===== src/rtl/spram_pkg.sv =====
// rtl/spram_pkg.sv - shared types and constants for the parametrised single-port RAM
package spram_pkg;

    typedef enum logic {
        CLEAR = 1'b0,
        READY = 1'b1
    } state_t;

    localparam int NO_CHANGE    = 0;
    localparam int WRITE_FIRST  = 1;
    localparam int READ_LAT_MIN = 1;
    localparam int READ_LAT_MAX = 2;

endpackage


===== src/rtl/spram_param_core.sv =====
// rtl/spram_param_core.sv - bare DEPTH x DATA_W array, byte-enabled write, registered read
module spram_param_core #(
    parameter int DATA_W = 8,
    parameter int DEPTH  = 16,
    parameter int IDX_W  = 4
) (
    input  logic                  clk,
    input  logic                  wr_en,
    input  logic                  rd_en,
    input  logic [IDX_W-1:0]      idx,
    input  logic [DATA_W/8-1:0]   be,
    input  logic [DATA_W-1:0]     wdata,
    output logic [DATA_W-1:0]     rdata
);

    logic [DATA_W-1:0] mem [DEPTH];
    logic [DATA_W-1:0] merged;

    always_comb begin
        merged = mem[idx];
        for (int b = 0; b < DATA_W/8; b++) begin
            if (be[b]) begin
                merged[8*b +: 8] = wdata[8*b +: 8];
            end
        end
    end

    // A read issued together with a write returns the merged word (write-first view).
    always_ff @(posedge clk) begin
        if (wr_en) begin
            mem[idx] <= merged;
        end
        if (rd_en) begin
            rdata <= wr_en ? merged : mem[idx];
        end
    end

endmodule


===== src/rtl/spram_param.sv =====
// rtl/spram_param.sv - single-port RAM with clear walk, req/ready, range check and read latency pipe
module spram_param
    import spram_pkg::*;
#(
    parameter int DATA_W     = 8,
    parameter int ADDR_W     = 4,
    parameter int DEPTH      = 16,
    parameter int READ_LAT   = 1,
    parameter int WRITE_MODE = NO_CHANGE
) (
    input  logic                  clk,
    input  logic                  reset,
    input  logic                  req,
    input  logic                  we,
    input  logic [ADDR_W-1:0]     addr,
    input  logic [DATA_W/8-1:0]   be,
    input  logic [DATA_W-1:0]     data_in,
    output logic                  ready,
    output logic [DATA_W-1:0]     data_out,
    output logic                  rd_valid,
    output logic                  err
);

    localparam int BE_W  = DATA_W / 8;
    localparam int IDX_W = (DEPTH > 1) ? $clog2(DEPTH) : 1;
    localparam logic [ADDR_W:0] DEPTH_LIM = (ADDR_W+1)'(DEPTH);

    if (DATA_W % 8 != 0 || DATA_W < 8) begin : g_bad_width
        $error("spram_param: DATA_W must be a non-zero multiple of 8");
    end
    if (READ_LAT < READ_LAT_MIN || READ_LAT > READ_LAT_MAX) begin : g_bad_lat
        $error("spram_param: READ_LAT must be 1 or 2");
    end
    if (DEPTH < 1 || DEPTH > (1 << ADDR_W)) begin : g_bad_depth
        $error("spram_param: DEPTH must be 1..2**ADDR_W");
    end

    state_t              state;
    logic [IDX_W-1:0]    clr_addr;
    logic                accept;
    logic                in_range;
    logic                returns_data;
    logic                wr_en;
    logic                rd_en;
    logic [IDX_W-1:0]    core_idx;
    logic [BE_W-1:0]     core_be;
    logic [DATA_W-1:0]   core_wdata;
    logic [DATA_W-1:0]   core_rdata;
    logic                v1;
    logic                z1;
    logic [DATA_W-1:0]   stage1_data;

    assign accept       = req & ready;
    assign in_range     = {1'b0, addr} < DEPTH_LIM;
    assign returns_data = accept & (~we | (WRITE_MODE == WRITE_FIRST));

    // The clear walk borrows the single write port until the last word is zeroed.
    assign wr_en      = ~reset & ((state == CLEAR) | (accept & we & in_range));
    assign rd_en      = ~reset & returns_data & in_range;
    assign core_idx   = (state == CLEAR) ? clr_addr : addr[IDX_W-1:0];
    assign core_be    = (state == CLEAR) ? {BE_W{1'b1}} : be;
    assign core_wdata = (state == CLEAR) ? '0 : data_in;

    spram_param_core #(
        .DATA_W (DATA_W),
        .DEPTH  (DEPTH),
        .IDX_W  (IDX_W)
    ) u_core (
        .clk    (clk),
        .wr_en  (wr_en),
        .rd_en  (rd_en),
        .idx    (core_idx),
        .be     (core_be),
        .wdata  (core_wdata),
        .rdata  (core_rdata)
    );

    always_ff @(posedge clk) begin
        if (reset) begin
            state    <= CLEAR;
            clr_addr <= '0;
            ready    <= 1'b0;
        end else begin
            case (state)
                CLEAR: begin
                    clr_addr <= clr_addr + 1'b1;
                    if (clr_addr == IDX_W'(DEPTH - 1)) begin
                        state <= READY;
                        ready <= 1'b1;
                    end
                end
                default: ready <= 1'b1;
            endcase
        end
    end

    // z1 remembers whether the most recent returned word was out of range and must read as zero.
    always_ff @(posedge clk) begin
        if (reset) begin
            v1  <= 1'b0;
            z1  <= 1'b1;
            err <= 1'b0;
        end else begin
            v1  <= returns_data;
            err <= accept & ~in_range;
            if (returns_data) begin
                z1 <= ~in_range;
            end
        end
    end

    assign stage1_data = z1 ? '0 : core_rdata;

    if (READ_LAT == 1) begin : g_lat1
        assign rd_valid = v1;
        assign data_out = stage1_data;
    end else begin : g_lat2
        logic              v2;
        logic [DATA_W-1:0] data_q;

        always_ff @(posedge clk) begin
            if (reset) begin
                v2     <= 1'b0;
                data_q <= '0;
            end else begin
                v2 <= v1;
                if (v1) begin
                    data_q <= stage1_data;
                end
            end
        end

        assign rd_valid = v2;
        assign data_out = data_q;
    end

endmodule


===== config.mk =====
export PLATFORM = sky130hd
export DESIGN_NAME = spram_param
export DESIGN_NICKNAME = d
export VERILOG_FILES = /design/src/rtl/spram_pkg.sv /design/src/rtl/spram_param_core.sv /design/src/rtl/spram_param.sv
export SDC_FILE = /design/constraint.sdc
export NUM_CORES = 1
export LEC_CHECK = 0
export BUFFER_PORTS_ARGS = -buffer_cell sky130_fd_sc_hd__buf_2
export CAP_MARGIN = 20
export CORE_MARGIN = 4
export CORE_UTILIZATION = 35
export DETAILED_ROUTE_END_ITERATION = 16
export PLACE_DENSITY_LB_ADDON = 0.08
export SLEW_MARGIN = 25
export SYNTH_ARGS = -nofsm -noshare
export SYNTH_HDL_FRONTEND = slang
export SYNTH_SLANG_ARGS = --single-unit

===== constraint.sdc =====
create_clock -name clk -period 6.2 [get_ports clk]
set_input_delay 0.31 -clock clk [delete_from_list [all_inputs] [get_ports clk]]
set_output_delay 0.31 -clock clk [all_outputs]
set_load 0.1 [all_outputs]

==> metrics.txt, run 1 <==
Startpoint Class register; critical path endpoint category register; Fillers 1521; met1 usage 21.9%; maxcap violations 0; CTS clock-pin slew for the worst setup and hold paths 0.06 ns; number of global-route vias before repair 3357; Yosys reg bits 144; Bufs on Longest Clock Path 2; cts repair resizes 0; Reg area 0.00424 mm²; Die H 138 µm; Placed Instances 617; R2R setup slack 3.03 ns; Fin. Hold Viols 0; syn_nets 403; Crit. Startpoint state; synth warn 0; Max-slew headroom 32.8%; gpl congestion 0.776; post-synthesis cell count 385; Final min period 3.17 ns; Worst Hold Class in2reg; global-route wire length before repair 22.0 mm; CP Data Required Time 6.27 ns; chip width 138 µm; synth cell count leaders 136 x edfxtp_1, 30 x a22oi_1, 28 x nor2_1; CTS tree done; global routing's busiest layer met2; GRT Util Overall 15.5%; drt pass-1 iters 5; initial cell density of the core 35.7%; TNS Setup 0 ns; asr flop ratio synth 0%; FF-to-FF End u_core.mem[15][3]; core area 0.0166 mm²; r2r startpoint state; cells on worst reg2reg path 8; unrepaired setup endpoints after global routing no; Non-Filler Instances 649; via count 3534; number of flops mapped to enable cells by yosys 136; Slew Limit Fails 0; Starting DRT DRC Count 376; post-CTS setup buffer count 0; Post-synth top flop edfxtp_1; Slew @ Worst Pin 1.00 ns; Synth area leaders edfxtp_1 69%, a22oi_1 3.8%, mux2i_1 3.5%; Avg Synthesized Cell Area 15.4 µm²; final cell utilization of the core 41.1%; Cell Area, Placed 0.00628 mm²; routed vias/inst 5.45; worst hold slack 0.0845 ns; Hold Buf Count CTS 0; Pwr Density 316 mW/mm²; initial antenna violation count 0; # IOs 28; largest net degree at the start of global routing 39; # rows 47; CTS root buf clkbuf_16; Layout Nets 434; Seq/Total Area, Yosys 71.4%; Routed Wire Length 14.5 mm; HPWL Detailed 9.87 mm; clk_lat worst skew 0.43 ns; ANT cells 0; multi-input logic area 0.00157 mm²; Routed Antenna Nets 0; final setup vio count 0; Area Growth Syn to Fin 15.1%; status complete, no violations; drt wl/cell 22.4 µm; critical path type reg2reg; gr ovfl total 0; CTS Sinks 144; drc violations 0; post-synth cell types 45; clock skew 0.00745 ns; H-tree level count 4; Worst EP arrival 3.25 ns; Leakage 2.40 nW; TritonCTS Buffers 17; fmax 315 MHz; final worst path period share 51.2%; synthesized area 0.00595 mm²; Synth area leader edfxtp_1; PortBufs 26; met2 Usage GRT 23.0%; final instance area 0.00685 mm²; Die Area 0.0191 mm²; crit-path max FO 38; met3 Track Usage GR 4.59%; Worst VDD drop 0.000193 V; Worst Setup EP u_core.mem[15][3]; layout cell share with drive strength beyond 1 17.9%; most frequent cell after synthesis edfxtp_1; top cell type's share of synthesized area 68.7%
==> flip-flops by register name, summed over array words and instances (netlist names) <==
| register | cells |
|---|---|
| u_core.mem | 128 |
| state | 1 |
| rd_valid | 1 |
| ready | 1 |
| z1 | 1 |
| u_core.rdata | 8 |
| clr_addr | 4 |
==> where the power goes <==
part | internal (mW) | switching (mW)
clock network | 0.555 | 0.406
registers | 1.06 | 0.00714
logic | 0.0477 | 0.0863
total | 1.67 | 0.500
==> cell usage in the layout, fill, tap and decap left out, types with 2 or more instances in the layout <==
cell type / Yosys / routed
edfxtp_1: 136 / 136
a22oi_1: 30 / 30
nor2_1: 28 / 28
buf_2: 3 / 26
mux2i_1: 21 / 21
nand2_1: 20 / 20
a21oi_1: 20 / 19
clkbuf_16: 0 / 17
nand3_1: 14 / 14
nor2b_1: 10 / 10
o32ai_1: 8 / 8
dfxtp_1: 8 / 8
o221ai_1: 7 / 7
or4_1: 7 / 7
o211a_1: 7 / 7
buf_4: 5 / 7
mux4_2: 6 / 6
o21ai_0: 4 / 4
clkinvlp_4: 0 / 4
o22ai_1: 3 / 3
inv_1: 3 / 3
nor3_1: 3 / 3
o21ai_1: 3 / 3
inv_6: 0 / 3
clkinv_4: 0 / 3
clkinv_1: 1 / 2
a31oi_1: 2 / 2
mux4_1: 2 / 2
xnor2_1: 2 / 2
clkinv_2: 0 / 2
==> metrics by stage <==
step | worst slack, ns | total power, mW
final | 3.03 | 2.17
after global placement | 2.99 | 1.23
after floorplan | 3.54 | 1.18
after detailed placement | 3.02 | 1.23
after global routing | 2.86 | 2.25
after CTS | 3.01 | 2.19
==> cells by family (layout without fill, tap and decap cells) <==
logic type               after synthesis  after routing  synth area share (%)
flip-flops                           144            144                  71.4
AND/OR/NAND/NOR                       92             92                  7.64
AO/OA/AOI/OAI                         89             89                  10.7
multiplexers                          31             31                  7.17
buffers and inverters                 25             69                  2.59
XOR/XNOR                               2              2                 0.295
adder cells (fa/ha/maj)                1              1                 0.210
other                                  1              1                0.0631
==> metal layers <==
layer  vias to the layer above  wire length, µm  part of all wire (%)
met5                         -                0                     0
met3                        21              949                   6.5
met4                         0              265                   1.8
li1                       1608                -                     -
met2                       141             6660                    46
met1                      1764             6650                    46
==> worst min-delay path by stage <==
stage | from | end | depth (start not counted) | slack (ns)
global route | we | rd_valid | 2 | 0.08
global placement | ready | rd_valid | 2 | 0.51
detailed placement | we | rd_valid | 2 | 0.52
CTS | we | rd_valid | 2 | 0.07
finish | we | rd_valid | 2 | 0.08
floorplan | we | rd_valid | 1 | 0.39
==> critical path, cell delays in order, from the launching register on <==
cell and delay (ns):
dfxtp_1 0.31, buf_4 0.36, mux2i_4 0.28, buf_4 0.41, mux4_2 0.36, nand2_1 0.08
o221ai_1 0.18, or4_1 0.45, o211a_1 0.35
==> area by class of cell <==
class	instances	share of cell area, %
Clock buffer	17	6.21
Clock inverter	15	2.01
Inverter	4	0.219
Multi-Input combinational cell	216	22.9
Sequential cell	144	62.0
Tap cell	220	4.02
Timing Repair Buffer	33	2.67
Note: power is estimated with default switching activity, not from simulation.
==> inputs of run 2 (changes only) <==
Clock period 6.2 ns to 2.6 ns, I/O delays scaled along.
==> run 2 against run 1 <==
Flip-flop and latch count did not move. Final area is 8.8% higher. Sequential share of layout area decreased by 4.9 points. Clock skew hardly changed. Die area stayed put. Worst hold slack worse by 0.049 ns. Wire length grew 5.9%. Count of clock-buffer cells in the layout rose by 1. Critical path type unchanged.
==> metrics.txt, run 2 (synthesis results as in run 1) <==
CP Data Required Time 2.76 ns (-3.51 ns); Internal 4.30 mW (+160%); TritonCTS Buffers 17 (unchanged); drt wl/cell 21.9 µm (-2.3%); # IOs 28 (unchanged); max reg flops 128 (unchanged); met2 Usage GRT 24.8% (+1.8 points); Leakage 2.69 nW (+12%); Worst VDD drop 0.000452 V (+130%); met3 Track Usage GR 4.63% (+0.035 points); Pwr Density 729 mW/mm² (+130%); CP Depth 8 (unchanged); Clock power frac 45.6% (+1.2 points); Area Growth Syn to Fin 25.3%; Largest regs u_core.mem: 128 flops, u_core.rdata: 8 flops, clr_addr: 4 flops; drc violations 0 (unchanged); critical path type reg2reg; final setup vio count 0 (unchanged); global routing's busiest layer met2; CTS root buf clkbuf_16; commonest non-fill, non-tap cells in the layout 136 x edfxtp_1, 51 x buf_4, 30 x a22oi_1, 28 x nor2_1, 26 x buf_2; Final min period 2.54 ns (-0.635 ns); slowest stage cell, crit path mux4_2; CP most frequent cell buf_12; Routed Wire Length 15.4 mm (+5.9%); CTS clock-pin slew for the worst setup and hold paths 0.06 ns (about the same); r2r startpoint state; Layout Nets 489 (+13%); Fin. Hold Viols 0 (unchanged); Worst Setup EP u_core.mem[15][2]; initial antenna violation count 0 (unchanged); gr ovfl total 0 (unchanged); worst hold slack 0.0355 ns (-0.0490 ns); Bufs on Longest Clock Path 2 (unchanged); overall power 5.43 mW (+150%); gpl congestion 0.794 (+2.3%); post-place setup slack -0.138 ns (-3.16 ns); hold path start reset; crit-path max FO 16 (-58%); CP cell instances mux2_4 > buf_12 > mux4_2 > nand2_2 > o221ai_2 > or4_1 > o211a_1 > buf_12; Sw Ratio 20.9% (-2.2 points); core area 0.0166 mm² (unchanged); global-route wire length before repair 22.9 mm (+4.0%); PortBufs 26 (unchanged); clock skew 0.00754 ns (+0.0000926 ns); via count 3721 (+5.3%); fmax 394 MHz (+25%); GRT Util Overall 16.1% (+0.60 points); status complete, no violations; # rows 47 (unchanged); Routed Antenna Nets 0 (unchanged); clk_lat worst skew 0.42 ns (about the same); HPWL Detailed 10.2 mm (+3.5%); layout cell share with drive strength beyond 1 28.4% (+10 points); CTS Sinks 144 (unchanged); Comb pwr share 7.5% (+1.3 points); Starting DRT DRC Count 276 (-27%); maxcap violations 0 (unchanged); Slew @ Worst Pin 0.541 ns (-0.464 ns); routed vias/inst 5.29 (-2.8%); worst path bufs/invs 2 (unchanged); H-tree level count 4 (unchanged); Final WS setup 0.0617 ns (-2.97 ns); delay-heaviest family, CP multiplexers; sequential share of power 47.0% (-2.4 points); chip width 138 µm (unchanged); cells on worst reg2reg path 8 (unchanged); P_sw 1.13 mW (+130%); number of global-route vias before repair 3687 (+9.8%); Worst Hold Class in2reg; drt pass-1 iters 4 (-1); met1 usage 22.0% (+0.14 points); Worst EP arrival 2.70 ns (-0.55 ns); Crit. Startpoint state; CP max stage delay 0.43 ns (-0.02 ns); largest net degree at the start of global routing 20 (-49%); initial cell density of the core 35.7% (unchanged); Cell Area, Placed 0.00670 mm² (+6.6%); Startpoint Class register; final instance area 0.00745 mm² (+8.8%); FF-to-FF End u_core.mem[15][2]; critical path endpoint category register; ANT cells 0 (unchanged); R2R setup slack 0.06 ns (-2.97 ns); Die Area 0.0191 mm² (unchanged); Max-slew headroom 63.7% (+31 points); Slew Limit Fails 0 (unchanged); final worst path period share 97.6% (+46 points); commonest non-fill, non-tap cell in the layout edfxtp_1; Die H 138 µm (unchanged); Reg with most FFs u_core.mem; CTS tree done
==> run 2: through the flow <==
stage | setup TNS (ns) | instances | utilization [%]
6_report | 0 | 703 | 44.8
5_1_grt | -0.0436 | 703 | 44.8
4_1_cts | 0 | 697 | 44.1
3_5_place_dp | -9.87 | 664 | 40.2
3_3_place_gp | -6.48 | 664 | 40.2
2_1_floorplan | 0 | 385 | -
==> run 2: worst min-delay path by stage <==
stage                     slack [ns]  cells after the start              end
after CTS                       0.03                      3  u_core.rdata[0]
final                           0.04                      2      clr_addr[3]
after floorplan                 0.21                      1         rd_valid
after global routing            0.05                      3  u_core.rdata[0]
after global placement          0.33                      2         rd_valid
after detailed placement        0.34                      2         rd_valid
==> run 2: what timing repair did <==
item,4_1_cts,5_1_grt
setup buffers,0,6
hold endpoints to repair,1,0
gates resized for setup,7,11
pin swaps,0,1
setup endpoints to repair,128,96
hold buffers,2,0
==> run 2: per-layer routing <==
| metal | up-vias | wire length [µm] |
|---|---|---|
| li1 | 1716 | - |
| met1 | 1907 | 7160 |
| met2 | 84 | 7320 |
| met3 | 14 | 684 |
| met4 | 0 | 209 |
| met5 | - | 0 |
==> run 2: layout make-up <==
type	count	area [µm²]
fillers	1468	9190
flip-flops and latches	144	4250
multi-input cells	216	1610
repair buffers	88	699
clock buffers	18	429
well taps	220	275
clock inverters	13	170
inverters	4	15.0
==> run 2: worst register-to-register path: stages (launching register included) <==
cell,delay [ns]
dfxtp_4,0.39
mux2_4,0.38
buf_12,0.16
mux4_2,0.43
nand2_2,0.08
o221ai_2,0.11
or4_1,0.43
o211a_1,0.16
buf_12,0.16
==> run 2: power by group through the flow <==
stage	registers (mW)	logic (mW)	clock network (mW)
after global routing	2.55	0.436	2.62
after detailed placement	2.60	0.371	0
after floorplan	2.59	0.219	0
after global placement	2.60	0.372	0
after CTS	2.55	0.377	2.53
final	2.55	0.405	2.47
==> inputs of run 3 (changes only) <==
Settings changed: CAP_MARGIN 20 to default, CORE_MARGIN 4 to default, MAX_ROUTING_LAYER from default to met4.
==> run 3 against run 2 <==
Critical path depth rose by 1. Combinational power decreased by 1%. Clock skew is 0.0017 ns lower. Non-clock buffer count down 4. Register-to-register slack barely moved. Count of clock-buffer cells in the layout rose by 1. Final cell count decreased by 0.43%. First-iteration DRC count increased by 11%. Sequential power about the same. Wire length grew 0.66%.
==> metrics.txt, run 3 (synthesis results as in run 1) <==
status complete, no violations; final worst path period share 97.4% (-0.23 points); commonest non-fill, non-tap cell in the layout edfxtp_1; overall power 5.28 mW (-2.7%); fmax 395 MHz (+0.24%); max reg flops 128 (unchanged); initial cell density of the core 35.9% (+0.13 points); gr ovfl total 0 (unchanged); Pwr Density 711 mW/mm² (-2.4%); Worst Hold Class in2reg; Slew Limit Fails 0 (unchanged); gpl congestion 0.865 (+9.0%); Startpoint Class register; clk_lat worst skew 0.42 ns (about the same); HPWL Detailed 10.4 mm (+2.2%); GRT Util Overall 19.1% (+3.0 points); number of global-route vias before repair 3699 (+0.33%); critical path endpoint category register; Slew @ Worst Pin 0.680 ns (+0.139 ns); Die H 132 µm (-4.3%); # rows 47 (unchanged); via count 3739 (+0.48%); final setup vio count 0 (unchanged); largest net degree at the start of global routing 26 (+30%); multi-input logic area 0.00164 mm² (+1.9%); initial antenna violation count 0 (unchanged); Area Growth Syn to Fin 24.8%; post-place setup slack -0.0953 ns (+0.0429 ns); Non-Filler Instances 700 (-0.43%); core area 0.0166 mm² (-0.35%); CTS clock-pin slew for the worst setup and hold paths 0.06 ns (about the same); final instance area 0.00742 mm² (-0.34%); routed vias/inst 5.34 (+0.91%); Worst EP arrival 2.69 ns (about the same); final cell utilization of the core 44.8% (about the same); Fillers 1480 (+0.82%); Cell Area, Placed 0.00669 mm² (-0.11%); Max-slew headroom 54.6% (-9.1 points); global-route wire length before repair 23.1 mm (+0.75%); worst hold slack 0.0437 ns (+0.00826 ns); drt wl/cell 22.1 µm (+1.1%); # IOs 28 (unchanged); maxcap violations 0 (unchanged); Bufs on Longest Clock Path 2 (unchanged); layout cell share with drive strength beyond 1 29.0% (+0.59 points); Largest regs u_core.mem: 128 flops, u_core.rdata: 8 flops, clr_addr: 4 flops; Layout Nets 485 (-0.82%); Placed Instances 663 (-0.15%); unrepaired setup endpoints after global routing yes; Final min period 2.53 ns (-0.00607 ns); Reg with most FFs u_core.mem; CTS root buf clkbuf_16; clock skew 0.00581 ns (-0.00173 ns); Routed Wire Length 15.5 mm (+0.66%); TritonCTS Buffers 17 (unchanged); commonest non-fill, non-tap cells in the layout 136 x edfxtp_1, 48 x buf_4, 30 x a22oi_1, 28 x nor2_1, 26 x buf_2; Fin. Hold Viols 0 (unchanged); CTS Sinks 144 (unchanged); Final WS setup 0.0678 ns (+0.00607 ns); CP Data Required Time 2.76 ns (about the same); Routed Antenna Nets 0 (unchanged); Worst VDD drop 0.000447 V (-1.1%); drt pass-1 iters 5 (+1); Leakage 2.69 nW (+0.12%); chip width 132 µm (-4.3%); drc violations 0 (unchanged); H-tree level count 4 (unchanged); TNS Setup 0 ns (unchanged); Die Area 0.0175 mm² (-8.5%); Reg area 0.00425 mm² (about the same); PortBufs 26 (unchanged); critical path type reg2reg; crit-path max FO 13 (-3); ANT cells 0 (unchanged); Starting DRT DRC Count 306 (+11%); CTS tree done
run 3: cell count changes in the layout (fill, tap and decap cells not counted), sizes merged:
| cell | delta |
|---|---|
| buf | -5 |
| bufinv | -2 |
| clkbuf | +2 |
| clkinv | -3 |
| clkinvlp | +3 |
| inv | +2 |
run 3: final cells by class:
type / count / share of cell area [%]
repair buffers: 84 / 9.08
well taps: 220 / 3.71
inverters: 4 / 0.202
multi-input cells: 216 / 22.1
flip-flops and latches: 144 / 57.2
clock buffers: 19 / 5.83
clock inverters: 13 / 1.85
run 3: what timing repair did:
item	4_1_cts	5_1_grt
resized for setup	7	13
endpoints found under the hold margin	1	0
setup buffers	0	2
setup endpoints to repair	76	108
hold buffers	2	0
cloned	0	1
run 3: routing by layer:
| metal | wire [µm] | GRT usage (%) |
|---|---|---|
| met3 | 699 | 4.50 |
| met5 | 0 | - |
| met1 | 7220 | 25.3 |
| met2 | 7380 | 29.2 |
| met4 | 179 | 5.81 |
run 3: power by group:
part | switching, mW | leakage (nW) | internal [mW] | total (mW)
Combinational | 0.232 | 1.06 | 0.169 | 0.401
Clock | 0.921 | 0.263 | 1.41 | 2.33
Sequential | 0.0118 | 1.37 | 2.54 | 2.55
Total | 1.16 | 2.69 | 4.12 | 5.28
run 3: final timing paths:
path / start / to / slack, ns / cells past startpoint
worst max register to register: state / u_core.mem[12][1] / 0.07 / 9
worst max-delay path: state / u_core.mem[12][1] / 0.07 / 9
worst min register to register: ready / ready / 0.54 / 2
worst min-delay path: reset / clr_addr[1] / 0.04 / 2
run 3: worst max-delay path: stages (launching register included):
cell      delay [ns]
dfxtp_2         0.36
buf_12          0.14
mux2i_4         0.24
buf_12          0.18
mux4_2          0.34
nand2_2         0.10
o221ai_2        0.12
or4_1           0.41
o211a_1         0.18
buf_4           0.19
